**src/rtl/vga_object_compositor.sv**
```systemverilog
// Object compositor: double-buffered object table, per-slot hit test, priority palette lookup.
// Optional overlap statistics port enabled by defining VGA_COMP_OVERLAP_CNT_EN.
module vga_object_compositor #(
    parameter int NUM_OBJ = 16,
    parameter int COORD_W = 10,
    parameter int COLOR_W = 10,
    parameter int TYPE_W  = 10
) (
    input  logic                       iVGA_CLK,
    input  logic                       iRST,
    input  logic [COORD_W-1:0]         iVGA_X,
    input  logic [COORD_W-1:0]         iVGA_Y,
    input  logic                       iFrame_Start,
    input  logic                       iWr_Valid,
    output logic                       oWr_Ready,
    input  logic [$clog2(NUM_OBJ)-1:0] iWr_Idx,
    input  logic [COORD_W-1:0]         iWr_X,
    input  logic [COORD_W-1:0]         iWr_Y,
    input  logic [COORD_W-1:0]         iWr_W,
    input  logic [COORD_W-1:0]         iWr_H,
    input  logic [TYPE_W-1:0]          iWr_Type,
    input  logic                       iWr_En,
    output logic [COLOR_W-1:0]         oRed,
    output logic [COLOR_W-1:0]         oGreen,
    output logic [COLOR_W-1:0]         oBlue,
    output logic                       oHit_Valid,
    output logic [$clog2(NUM_OBJ)-1:0] oHit_Idx
`ifdef VGA_COMP_OVERLAP_CNT_EN
    ,
    output logic [19:0]                oOverlap_Cnt
`endif
);

    localparam int IDX_W = $clog2(NUM_OBJ);

    typedef struct packed {
        logic [COORD_W-1:0] x;
        logic [COORD_W-1:0] y;
        logic [COORD_W-1:0] w;
        logic [COORD_W-1:0] h;
        logic [TYPE_W-1:0]  kind;
        logic               en;
    } slot_t;

    // Extents are formed one bit wider so objects running off the right/bottom edge clip.
    function automatic logic slot_hit(input slot_t s, input logic [COORD_W-1:0] px,
                                      input logic [COORD_W-1:0] py);
        logic [COORD_W:0] x_end;
        logic [COORD_W:0] y_end;
        x_end = {1'b0, s.x} + {1'b0, s.w};
        y_end = {1'b0, s.y} + {1'b0, s.h};
        return s.en && (s.w != '0) && (s.h != '0) &&
               (px >= s.x) && ({1'b0, px} < x_end) &&
               (py >= s.y) && ({1'b0, py} < y_end);
    endfunction

    function automatic logic [3*COLOR_W-1:0] palette(input logic [TYPE_W-1:0] kind);
        case (kind)
            TYPE_W'(101): return {COLOR_W'(0),   COLOR_W'(255), COLOR_W'(0)};
            TYPE_W'(102): return {COLOR_W'(255), COLOR_W'(255), COLOR_W'(0)};
            TYPE_W'(201): return {COLOR_W'(153), COLOR_W'(0),   COLOR_W'(0)};
            TYPE_W'(202): return {COLOR_W'(0),   COLOR_W'(255), COLOR_W'(255)};
            TYPE_W'(302): return {COLOR_W'(204), COLOR_W'(0),   COLOR_W'(204)};
            default:      return {COLOR_W'(255), COLOR_W'(255), COLOR_W'(255)};
        endcase
    endfunction

    slot_t shadow_tbl [NUM_OBJ];
    slot_t active_tbl [NUM_OBJ];
    logic  seen_rst;
    logic  wr_ready;

    // Ready stays low until the block has been reset once.
    assign wr_ready  = seen_rst && !iRST && !iFrame_Start;
    assign oWr_Ready = wr_ready;

    always_ff @(posedge iVGA_CLK) begin
        if (iRST) begin
            seen_rst <= 1'b1;
        end
    end

    always_ff @(posedge iVGA_CLK) begin
        if (iRST) begin
            for (int i = 0; i < NUM_OBJ; i++) begin
                shadow_tbl[i].en <= 1'b0;
                active_tbl[i].en <= 1'b0;
            end
        end else begin
            if (wr_ready && iWr_Valid && (int'(iWr_Idx) < NUM_OBJ)) begin
                shadow_tbl[iWr_Idx] <= {iWr_X, iWr_Y, iWr_W, iWr_H, iWr_Type, iWr_En};
            end
            if (iFrame_Start) begin
                for (int i = 0; i < NUM_OBJ; i++) begin
                    active_tbl[i] <= shadow_tbl[i];
                end
            end
        end
    end

    logic [NUM_OBJ-1:0] hit_now;

    always_comb begin
        hit_now = '0;
        for (int i = 0; i < NUM_OBJ; i++) begin
            hit_now[i] = slot_hit(active_tbl[i], iVGA_X, iVGA_Y);
        end
    end

    // Stage 1: hit vector plus the types it refers to, so a table swap cannot skew stage 2.
    logic [NUM_OBJ-1:0] hit_p1;
    logic [TYPE_W-1:0]  kind_p1 [NUM_OBJ];

    always_ff @(posedge iVGA_CLK) begin
        if (iRST) begin
            hit_p1 <= '0;
            for (int i = 0; i < NUM_OBJ; i++) kind_p1[i] <= '0;
        end else begin
            hit_p1 <= hit_now;
            for (int i = 0; i < NUM_OBJ; i++) kind_p1[i] <= active_tbl[i].kind;
        end
    end

    logic              win_found;
    logic [IDX_W-1:0]  win_idx;
    logic [TYPE_W-1:0] win_kind;

    always_comb begin
        win_found = 1'b0;
        win_idx   = '0;
        win_kind  = '0;
        for (int i = NUM_OBJ - 1; i >= 0; i--) begin
            if (hit_p1[i]) begin
                win_found = 1'b1;
                win_idx   = IDX_W'(i);
                win_kind  = kind_p1[i];
            end
        end
    end

    // Stage 2: priority select and palette lookup.
    logic [3*COLOR_W-1:0] rgb_p2;
    logic                 vld_p2;
    logic [IDX_W-1:0]     idx_p2;

    always_ff @(posedge iVGA_CLK) begin
        if (iRST) begin
            rgb_p2 <= '0;
            vld_p2 <= 1'b0;
            idx_p2 <= '0;
        end else begin
            rgb_p2 <= win_found ? palette(win_kind) : '0;
            vld_p2 <= win_found;
            idx_p2 <= win_idx;
        end
    end

    assign {oRed, oGreen, oBlue} = rgb_p2;
    assign oHit_Valid            = vld_p2;
    assign oHit_Idx              = idx_p2;

`ifdef VGA_COMP_OVERLAP_CNT_EN
    function automatic logic [19:0] sat_inc(input logic [19:0] cnt, input logic inc);
        return (inc && (cnt != '1)) ? cnt + 20'd1 : cnt;
    endfunction

    logic        multi_hit;
    logic [19:0] overlap_run;
    logic [19:0] overlap_q;

    assign multi_hit = (hit_now & (hit_now - NUM_OBJ'(1))) != '0;

    always_ff @(posedge iVGA_CLK) begin
        if (iRST) begin
            overlap_run <= '0;
            overlap_q   <= '0;
        end else if (iFrame_Start) begin
            overlap_q   <= sat_inc(overlap_run, multi_hit);
            overlap_run <= '0;
        end else begin
            overlap_run <= sat_inc(overlap_run, multi_hit);
        end
    end

    assign oOverlap_Cnt = overlap_q;
`else
    // No overlap statistics in this build.
`endif

endmodule

```
**config.mk**
```make
export PLATFORM = sky130hd
export DESIGN_NAME = vga_object_compositor
export DESIGN_NICKNAME = d
export VERILOG_FILES = /design/src/rtl/vga_object_compositor.sv
export SDC_FILE = /design/constraint.sdc
export NUM_CORES = 2
export LEC_CHECK = 0
export ABC_AREA = 1
export CORE_ASPECT_RATIO = 0.75
export CORE_UTILIZATION = 50
export CTS_CLUSTER_DIAMETER = 50
export DETAILED_ROUTE_END_ITERATION = 8
export PLACE_DENSITY_LB_ADDON = 0.12
export SETUP_SLACK_MARGIN = 0.02
export SLEW_MARGIN = 20
export SYNTH_ARGS = -nofsm -noshare
export SYNTH_HDL_FRONTEND = slang
export SYNTH_SLANG_ARGS = --single-unit
```
**constraint.sdc**
```tcl
create_clock -name iVGA_CLK -period 34.5 [get_ports iVGA_CLK]
set_input_delay 6.9 -clock iVGA_CLK [delete_from_list [all_inputs] [get_ports iVGA_CLK]]
set_output_delay 6.9 -clock iVGA_CLK [all_outputs]
set_load 0.02 [all_outputs]
```
* Word-level counts from Yosys, hierarchy flattened
Memory sizes are Yosys's and may differ from the RTL's.
Cells that the tools add are included.
** Cells by class
- $add $sub $neg :: 32
- Multipliers :: 0
- Div/mod/pow operators :: 0
- Order comparisons :: 64
- Eq/ne operators :: 5
- Shift operators :: 0
- Multiplexer cells :: 92
- Bitwise logic cells :: 33
- Reductions and logical operators :: 138
** Operators with widths (number)
- $add A10 B10 Y11 :: 32
- $lt A10 B11 Y1 :: 32
- $ge A10 B10 Y1 :: 32
- $mux W10 :: 32
- $reduce_bool A10 Y1 :: 32
- $pmux W28 S5 :: 1
- $logic_and A1 B1 Y1 :: 98
- $mux W51 :: 1
- $reduce_or A51 Y1 :: 1
- $mux W1 :: 42
- $mux W4 :: 9
- $or A1 B1 Y1 :: 32
- $eq A10 B7 Y1 const B :: 2
- $eq A10 B8 Y1 const B :: 2
- $mux W3 :: 4
- $eq A10 B9 Y1 const B :: 1
- $reduce_or A9 Y1 :: 1
- $mux W2 :: 3
- $reduce_or A5 Y1 :: 1
- $reduce_or A2 Y1 :: 2
- $reduce_or A3 Y1 :: 1
- $logic_not A1 Y1 :: 2
- $not A1 Y1 :: 1
** Word-level totals
- Register bits :: 51
- Latch bits :: 0
- Bits in writable memories :: 1792
- Bits in read-only memories :: 0
- Output and inout bits :: 36
- Memories :: 3
** Memory list
- active_tbl :: words 16, bits a word 51, read ports 16, clocked after Yosys merged registers in 0, wr ports 16, line 69 : slot_t active_tbl [NUM_OBJ];
- shadow_tbl :: words 16, bits a word 51, read ports 16, clocked after Yosys merged registers in 0, wr ports 16, line 68 : slot_t shadow_tbl [NUM_OBJ];
- kind_p1 :: words 16, bits a word 10, read ports 16, clocked after Yosys merged registers in 0, wr ports 16, line 112 : logic [TYPE_W-1:0] kind_p1 [NUM_OBJ];

* Longest topological paths before layout
An unclocked memory read counts as a cell.
- Depth in word-level cells :: 19
- Mapped depth :: 22
- Mapped depth without buffers :: 21

* Least setup slack after synthesis
OpenSTA, ideal clock, no wires.
- Path kind :: input-to-reg
- From :: input port iRST
- To :: memory active_tbl[0][100] in the netlist's numbering (enable)
- Setup time :: 1137 ps
- Arrival :: 23117 ps
- Data required time :: 33363 ps
- Setup slack :: 10246 ps
- Stages :: 6
- Path buffers :: 3
- Cell sequence :: clkbuf_1 > inv_1 > clkbuf_1 > nand2_1 > clkbuf_1 > inv_1
** RTL lines
- start, declared :: line 10 : input logic iRST,
- end, declared :: line 69

* Final worst setup path
- From :: input port iFrame_Start
- To :: output port oWr_Ready
** On the way
- Word-level cells in the longest chain between the ends :: 2
** Ends and longest elaborated chain
- start, declared :: line 13 : input logic iFrame_Start,
- $logic_not A1 Y1 :: line 74 : assign wr_ready = seen_rst && !iRST && !iFrame_Start;
- $logic_and A1 B1 Y1 :: line 74
- end, declared :: line 15 : output logic oWr_Ready,
Every way passes these cells.

==> results.json <==
{
  "cts_resized": 0,
  "vias": 46900,
  "setup.worst_path.start_class": "primary input",
  "tns_ns": 0,
  "syn_area_per_cell_um2": 13.2,
  "cts_buffer_depth": 3,
  "finalClockSkew_ns": 0.0287,
  "total_power_mw": 4.67,
  "wl_mm": 186,
  "rows": 128,
  "async_flop_share_pct": 0,
  "grt_pass1_wl_mm": 276,
  "dp_hpwl_mm": 119,
  "leakage_nw": 37.0,
  "grt_max_degree": 187,
  "arrival_ns": 8.13,
  "crit_fanout": 3,
  "start_util_pct": 50.4,
  "cts.sinks": 1820,
  "synthCells": 6179,
  "synth-edff-count": 1626,
  "gr-total-overflow": 0,
  "portBuffers": 108,
  "synth-main-ff-cell": "edfxtp_1",
  "critical-path-max-stage-delay_ns": 0.63,
  "cts_setup_buffers": 0,
  "avgViaCountPerCell": 5.34,
  "maxCapViolCount": 0,
  "rsz0062_at_grt": "no",
  "setup_viol": 0,
  "cts_tree": "built",
  "status": "finished, final reports clean",
  "drc": 0,
  "clock.fmax_ghz": 0.0665,
  "gp_congestion": 0.854,
  "worst-setup-path-type": "in2out",
  "die_area_um2": 165000,
  "hp-class": "reg2reg",
  "max_slew_margin_pct": 19.8,
  "finalCritPeriodShare_pct": 43.6,
  "dieWidth_um": 469,
  "ys_warn_count": 0,
  "ys_types": 50,
  "cp_slowest_cell": "clkdlybuf4s50_1",
  "vdd_ir_drop_max_mv": 0.0509,
  "final_cell_mix": "1626 x edfxtp_1, 928 x ha_1, 768 x inv_1, 571 x nand2_1, 559 x a21oi_1",
  "cp-end-kind": "primary output",
  "die_y_um": 352,
  "grt_use_total_pct": 22.7,
  "timing.final.crit_period_ns": 15.03,
  "wl_per_cell_um": 21.2,
  "powerDensity_nw_per_um2": 51.0,
  "tightest_slew_ns": 1.20,
  "cts_buffers": 178,
  "stdcell_area_um2": 91500,
  "drv_slew": 0,
  "ys_seq_area_share_pct": 64.4,
  "ios": 115,
  "cp_cell_sequence": "clkdlybuf4s50_1, nor2_1, clkdlybuf4s50_1",
  "cpMostUsedCell": "clkdlybuf4s50_1",
  "netlist_area_um2": 81800,
  "drt_iter0_markers": 4123,
  "layout_commonest_cell": "edfxtp_1",
  "ys_ff_latch": 1820,
  "utilization_pct": 56.4,
  "clk_pin_slew_worst_paths_ns": 0.06,
  "antenna_left": 0,
  "insertion_delay_ns": 0.81,
  "core_um2": 162000,
  "grt_pass1_vias": 45500,
  "placed_cell_area_um2": 85600,
  "area_growth_pct": 11.8,
  "fin_nets": 7514,
  "cts_hold_buf": 0,
  "nFillCells": 13200,
  "grt_antenna_before_repair": 29,
  "hold_violations": 0,
  "htreeDepth": 4,
  "firstDrtPassIters": 5,
  "layout-drive-gt1-share_pct": 6.59,
  "clockRootBuffer": "clkbuf_16",
  "required_ns": 27.60
}
sequential cells by signal, indices dropped and copies added (netlist names):
| name | flops |
|---|---|
| active_tbl | 816 |
| oHit_Valid | 1 |
| oHit_Idx | 4 |
| rgb_p2 | 7 |
| shadow_tbl | 816 |
| kind_p1 | 160 |
| hit_p1 | 16 |
logic make-up after synthesis:
| family | after synthesis | synth area share, % |
|---|---|---|
| buffers and inverters | 842 | 4.03 |
| adder cells (fa/ha/maj) | 960 | 15.0 |
| other | 1 | 0.00458 |
| XOR/XNOR | 253 | 2.71 |
| flip-flops | 1820 | 64.4 |
| AO/OA/AOI/OAI | 1006 | 7.21 |
| AND/OR/NAND/NOR | 1297 | 6.66 |
synthesized netlist by cell type (12+ instances only):
master | number | share of area, %
xnor2_1 | 104 | 1.1
fa_1 | 32 | 0.78
a31oi_1 | 20 | 0.15
a21o_1 | 49 | 0.45
buf_4 | 26 | 0.24
a211oi_1 | 40 | 0.37
o21a_1 | 16 | 0.15
nand2_1 | 571 | 2.6
edfxtp_1 | 1626 | 60
nor4_1 | 56 | 0.43
dfxtp_1 | 194 | 4.7
a21oi_1 | 559 | 3.4
xor2_1 | 149 | 1.6
o21ai_0 | 126 | 0.77
nand4_1 | 37 | 0.28
nor2_1 | 433 | 2.0
a221oi_1 | 12 | 0.13
ha_1 | 928 | 14
nor3_1 | 20 | 0.12
nand3_1 | 147 | 0.90
clkbuf_1 | 28 | 0.13
a21boi_0 | 13 | 0.12
o21bai_1 | 84 | 0.77
inv_1 | 769 | 3.5
o221ai_1 | 31 | 0.33
path summary, 6_finish.rpt:
kind                      from                 end  slack (ns)  cells after the start
min          shadow_tbl[15][1]  active_tbl[1][358]        0.40                      0
max               iFrame_Start           oWr_Ready       19.47                      3
min reg2reg  shadow_tbl[15][1]  active_tbl[1][358]        0.40                      0
max reg2reg  active_tbl[0][11]           hit_p1[0]       30.93                     16
per-stage QoR:
step	setup WS (ns)	instances	hold WS, ns
after floorplan	10.25	6184	0.400
after global placement	19.42	8440	0.400
after detailed placement	19.47	8440	0.405
after CTS	19.46	8774	0.401
after global routing	19.42	8774	0.400
final	19.47	8781	0.401
critical path: cells and delay by family:
family	cells	cell delay (ns)
and+or+nand+nor	1	0.17
buffers and inverters	2	1.06
where the power goes:
group | internal [mW] | total (mW) | switching (mW)
Combinational | 0.0966 | 0.298 | 0.201
Clock | 1.09 | 1.93 | 0.836
Sequential | 2.43 | 2.44 | 0.0138
Total | 3.62 | 4.67 | 1.05
routing by layer:
layer / GRT usage, % / share of wire (%) / vias to the layer above
met4: 5.23 / 1.9 / 0
met1: 34.9 / 49 / 22700
met3: 2.94 / 5.9 / 218
met5: 0 / 0 / -
li1: - / - / 22800
met2: 34.3 / 43 / 1159
final cells by class:
class,count,area [um2],area share (%)
clock inverters,104,1100,1.20
multi-input cells,3522,26000,28.4
repair buffers,173,1340,1.46
diodes,7,17.5,0.0191
flip-flops and latches,1820,52700,57.6
inverters,780,2940,3.21
well taps,2145,2680,2.93
clock buffers,230,4770,5.21
(Power assumes the default switching activity.)
